`config.mk`:
```
export PLATFORM = sky130hd
export DESIGN_NAME = voxel_loader
export DESIGN_NICKNAME = d
export VERILOG_FILES = /design/src/rtl/voxel_loader.sv
export SDC_FILE = /design/constraint.sdc
export NUM_CORES = 1
export LEC_CHECK = 0
export CORE_MARGIN = 2
export CORE_UTILIZATION = 45
export DETAILED_ROUTE_END_ITERATION = 12
export GPL_TIMING_DRIVEN = 0
export PLACE_DENSITY = 0.8
export RECOVER_POWER = 50
export SLEW_MARGIN = 20
export SYNTH_ARGS = -nofsm -noshare
export SYNTH_HDL_FRONTEND = slang
export SYNTH_SLANG_ARGS = --single-unit
```
`constraint.sdc`:
```
create_clock -name clk -period 3.9 [get_ports clk]
set_input_delay 0.585 -clock clk [delete_from_list [all_inputs] [get_ports clk]]
set_output_delay 0.585 -clock clk [all_outputs]
set_load 0.02 [all_outputs]
```
`src/rtl/voxel_loader.sv`:
```
// voxel_loader: unpacks voxel bytes into a 1-bit voxel RAM write stream,
// or zero-fills the whole volume (CLEAR, only with VOXEL_LOADER_CLEAR_EN).
//
// Ports:
//   clk, rst_n   clock, async active-low reset
//   start        begin a load at address 0 (IDLE only)
//   clear_req    begin a zero-fill (IDLE only, ignored without the macro)
//   abort        return to IDLE from any state, no done pulse
//   in_valid     in_data holds a packed byte (bit 0 = lowest address)
//   in_data      eight voxels
//   in_ready     byte accepted this cycle (FETCH only)
//   we/waddr/wdata  voxel RAM write port (waddr/wdata zero when we=0)
//   busy         high in every state except IDLE
//   done         one-cycle pulse when a load or clear completes
//
// Configuration macro: VOXEL_LOADER_CLEAR_EN enables the CLEAR state.

module voxel_loader #(
   parameter int ADDR_BITS = 15
) (
   input  logic                 clk,
   input  logic                 rst_n,
   input  logic                 start,
   input  logic                 clear_req,
   input  logic                 abort,
   input  logic                 in_valid,
   input  logic [7:0]           in_data,
   output logic                 in_ready,
   output logic                 we,
   output logic [ADDR_BITS-1:0] waddr,
   output logic                 wdata,
   output logic                 busy,
   output logic                 done
);

`ifdef VOXEL_LOADER_CLEAR_EN
   typedef enum logic [2:0] {
      IDLE,
      FETCH,
      WRITE,
      CLEAR,
      DONE
   } state_t;
`else
   typedef enum logic [2:0] {
      IDLE,
      FETCH,
      WRITE,
      DONE
   } state_t;

   // Port kept for a stable footprint; nothing reads it in this build.
   logic clear_unused;
   assign clear_unused = clear_req;
`endif

   state_t               state_q;
   state_t               state_d;
   logic [ADDR_BITS-1:0] addr_q;
   logic [ADDR_BITS-1:0] addr_d;
   logic [2:0]           bit_q;
   logic [2:0]           bit_d;
   logic [7:0]           shift_q;
   logic [7:0]           shift_d;

   logic                 addr_last;

   assign addr_last = &addr_q;

   always_ff @(posedge clk or negedge rst_n) begin
      if (!rst_n) begin
         state_q <= IDLE;
         addr_q  <= '0;
         bit_q   <= '0;
         shift_q <= '0;
      end else begin
         state_q <= state_d;
         addr_q  <= addr_d;
         bit_q   <= bit_d;
         shift_q <= shift_d;
      end
   end

   always_comb begin
      state_d = state_q;
      addr_d  = addr_q;
      bit_d   = bit_q;
      shift_d = shift_q;

      if (abort) begin
         state_d = IDLE;
      end else begin
         unique case (state_q)
            IDLE: begin
               // start has priority over clear_req
               if (start) begin
                  addr_d  = '0;
                  state_d = FETCH;
               end
`ifdef VOXEL_LOADER_CLEAR_EN
               else if (clear_req) begin
                  addr_d  = '0;
                  state_d = CLEAR;
               end
`endif
            end

            FETCH: begin
               if (in_valid) begin
                  shift_d = in_data;
                  bit_d   = '0;
                  state_d = WRITE;
               end
            end

            WRITE: begin
               // addr wraps to 0 after all-ones
               addr_d = addr_q + ADDR_BITS'(1);
               bit_d  = bit_q + 3'd1;
               if (bit_q == 3'd7) begin
                  state_d = addr_last ? DONE : FETCH;
               end
            end

`ifdef VOXEL_LOADER_CLEAR_EN
            CLEAR: begin
               addr_d = addr_q + ADDR_BITS'(1);
               if (addr_last) begin
                  state_d = DONE;
               end
            end
`endif

            DONE: begin
               state_d = IDLE;
            end

            default: begin
               state_d = IDLE;
            end
         endcase
      end
   end

   // Outputs decode from registered state only.
   always_comb begin
      in_ready = 1'b0;
      we       = 1'b0;
      waddr    = '0;
      wdata    = 1'b0;
      busy     = (state_q != IDLE);
      done     = 1'b0;

      unique case (state_q)
         FETCH: begin
            in_ready = 1'b1;
         end
         WRITE: begin
            we    = 1'b1;
            waddr = addr_q;
            wdata = shift_q[bit_q];
         end
`ifdef VOXEL_LOADER_CLEAR_EN
         CLEAR: begin
            we    = 1'b1;
            waddr = addr_q;
         end
`endif
         DONE: begin
            done = 1'b1;
         end
         default: begin
         end
      endcase
   end

endmodule
```
==> impl.org <==
** Floorplan
- The core region is ~3400 um^2.
- Row Count :: 21
- In this run the count of I/O pins placed on the die edge is 34.
- Initial Utilization :: between 40 and 50%
- From left edge to right edge, the die measures approximately 64 um.
- In this run the vertical extent of the chip is between 60 and 70 um.
- The die covers approximately 4000 um^2.

** Place
- Total half-perimeter wirelength after legalization and detailed placement :: about 2400 um
- Placed Instances :: ~260
- Routability-driven placement finished with a final weighted congestion of 0.835.
- OpenSTA, run right after detailed placement, puts the worst setup slack at about 1200 ps.
- IO buf count :: 32

** Layout
- Leaving out filler cells and counting taps, the final layout contains around 260.
- From synthesis to final layout, the design area changed by 24.9%.
- Fraction of layout cells with a size suffix above 1 :: under 10%
- Fin nets :: around 230
- The repair_antennas step left the layout with diodes totalling 0.

** STA
- The final-report max-slew violation count was 0.
- Setup repair after global routing left no endpoint under its margin.
- The worst pin sits at a relative slew slack of around 1.2%.
- Least-Margin Pin Slew :: roughly 1500 ps
- Highest attainable clock frequency :: about 0.33 GHz
- Final hold violations :: 0
- Minimum period implied by the final worst setup slack :: ~3000 ps
- Final TNS setup :: 0 ps
- Final setup violation count :: 0
- Worst Clk Skew :: approximately 3.4 ps
- The tightest hold path in the finished design has a slack of approximately 500 ps.
- Of the available clock period, the critical path in the final layout requires ~80%.
- Worst setup slack after layout :: ~860 ps

** Worst hold path
- The tightest min-delay check is of the reg -> reg type.
- The startpoint identified for the worst hold timing path is shift_q[3].

** Logic synthesis
- After synthesis the cells add up to around 1600 um^2.
- For this run, the leading register cell type out of synthesis is sky130_fd_sc_hd__dfrtp_1.
- Fraction of registers with async set/reset :: 100%
- Sequential cells were found to cover a little over two fifths of the synthesized design area.
- By area the synthesized netlist is led by sky130_fd_sc_hd__dfrtp_1 (44%), sky130_fd_sc_hd__nand2_1 (10%), sky130_fd_sc_hd__and2_1 (6.6%).
- Number of distinct library cells after synthesis :: 41
- In the synthesized netlist, the cells that appear most often are sky130_fd_sc_hd__nand2_1 (43), sky130_fd_sc_hd__dfrtp_1 (28), sky130_fd_sc_hd__and2_1 (17), sky130_fd_sc_hd__o21ai_0 (11), sky130_fd_sc_hd__nand3_1 (9).
- Dominant cell type by area after synthesis :: sky130_fd_sc_hd__dfrtp_1
- The number of nets in the synthesized netlist is about 200.
- Number of flops mapped to enable cells by yosys :: 0
- Cells after Synth :: between 150 and 200
- After synthesis, the largest area contributor takes up between 40 and 50% of total cell area.
- Among all cell types in the netlist, the one instantiated most often is sky130_fd_sc_hd__nand2_1.
- Mean instance size in the synthesized netlist :: 8.98 um^2
- In this run, synthesis produced a sequential element count of 28.
- The Yosys step of the flow raised 0 warnings.

** GRT
- In the global route stage, met1 resource usage came out at approximately a quarter.
- Highest-utilization routing layer at the global route stage :: met2
- The number of antenna violations at the first check in global routing is 0.
- Overflow left after global routing :: 0
- Entering global routing, the biggest net connects 29 pins.
- Number of global-route vias before repair :: 1334
- Global routing consumed, on the met2 layer, about 31% of the routing resources.
- The first global-routing pass estimated between 5000 and 6000 um of wire.
- All-Layer GR Usage :: 18.1%
- Global routing consumed, on the met3 layer, roughly 2.8% of the routing resources.

** Clock network
- Clock slew at the register clock pins of the worst setup and hold paths :: approximately 150 ps
- TritonCTS clock tree :: done
- Counting every sink on the clock net gives 28.
- The clock passes through at most 2 buffers.
- The cell sitting at the root of the clock tree is a sky130_fd_sc_hd__clkbuf_4.
- Worst-Skew Late Latency :: ~320 ps
- Hold repair after CTS inserted 0 buffers.
- CTS-repair resized insts :: 0
- Cts bufs inserted :: 3
- H-tree depth :: 1
- Post-CTS setup buffer count :: 0

** Worst setup path
- The worst register-to-register path begins at state_q[0].
- The worst setup path is captured at a primary output.
- Startpoint of the worst setup timing path :: state_q[0]
- The critical path goes through clkbuf_1, nor2b_1, clkbuf_1, and2_2, clkdlybuf4s50_1.
- Highest cell delay on the worst timing path :: between 500 and 600 ps
- Cell family with most CP delay :: buffers and inverters
- By instance count, the cell type seen most on the critical path is sky130_fd_sc_hd__clkbuf_1.
- Of all nets on the critical path, the largest fanout is 10.
- By startpoint and endpoint, the worst setup path is classified as reg -> out.
- Slowest CP cell :: sky130_fd_sc_hd__clkdlybuf4s50_1
- WP buf/inv :: 3
- For the worst setup path, the data arrival time is ~2500 ps.
- The worst setup path is launched from a flop.
- Data on the critical path is required at its endpoint by 3310 ps.

** Detailed routing
- Total length of routed wires :: roughly 3100 um
- Number of vias after detailed routing :: approximately 1400
- Number of remaining DRC errors :: 0
- In this run, the number of DRC markers left after iteration 0 of detailed routing was 39.
- The pre-antenna-repair detailed-routing pass consisted of 4 iterations.
- Final routed wire length divided by cell count :: 12.0 um
- Number of vias per cell after detailed routing :: roughly 5.3
- Antenna Nets Post-Route :: 0

** Run status
- Status :: completed

** Power
- Total power after layout :: about 600 uW
- Dividing total power by cell area gives a power density of a little under 300 nW/um^2.
- Leakage :: 0.000923 uW
- The worst-case IR drop observed on VDD is 156 uV.

** Run
- Max-cap violations in this run came to 0.
==> layer usage <==
metal | wire, um | part of all wire, % | up-vias
met1 | 1530 | 49 | 648
met2 | 1470 | 47 | 29
met5 | 0 | 0 | -
met3 | 95 | 3.0 | 4
met4 | 34 | 1.1 | 0
li1 | - | - | 696
==> final timing paths <==
check | to | slack (ps) | depth (start not counted)
worst max-delay path | waddr[8] | 860 | 5
worst min-delay path | shift_q[3] | 490 | 2
worst max register to register | addr_q[14] | 1980 | 5
worst min register to register | shift_q[3] | 490 | 2
max in group asynchronous | addr_q[14] | 2460 | 1
min in group asynchronous | addr_q[3] | 590 | 1
==> per-stage QoR <==
step / util [%] / area, um^2
5_1_grt: 59.2 / 2010
2_1_floorplan: - / 1610
6_report: 59.2 / 2010
3_5_place_dp: 58.4 / 1980
3_3_place_gp: 58.5 / 1980
4_1_cts: 59.5 / 2020
==> cell families after synthesis <==
family | after synthesis | synth area share (%)
compound gates | 28 | 11.5
fa+ha+maj | 3 | 2.34
simple gates | 104 | 33.3
mux | 7 | 5.92
buf+inv | 9 | 3.27
flops | 28 | 43.6
==> flip-flops by register name, summed over array words and instances, names as in the netlist <==
signal   flops
shift_q      8
state_q      2
bit_q        3
addr_q      15
==> power breakdown <==
group	switching [uW]	internal, uW	total (uW)
Clock	83.6	57.1	141
Combinational	53.9	58.5	112
Sequential	23.3	321	345
==> worst reg2reg max path: cells and delay by family, from the launching register on <==
kind / cells / cell delay [ps]
AO/OA/AOI/OAI: 2 / 700
buffers and inverters: 2 / 510
flip-flops: 1 / 390
AND/OR/NAND/NOR: 1 / 240
==> final cells by class <==
class,count,area [um^2]
flip-flops and latches,28,701
multi-input cells,142,853
plain buffers,7,37.5
clock buffers,4,36.3
repair buffers,32,314
fillers,322,1380
well taps,46,57.6
inverters,2,7.51
==> layout by cell type (no fill, tap or decap), drive strengths merged, types with 2 or more instances in the layout <==
master,n
nand3,10
clkbuf,10
nor2,6
mux4,2
nor2b,2
o21ai,12
a21oi,4
dfrtp,28
mux2i,5
and3,5
ha,3
nand2,43
nand2b,5
o41ai,2
nand4,3
and2,18
a221o,2
clkdlybuf4s50,30
buf,2
nor3,5
Note: power is estimated with default switching activity, not from simulation.
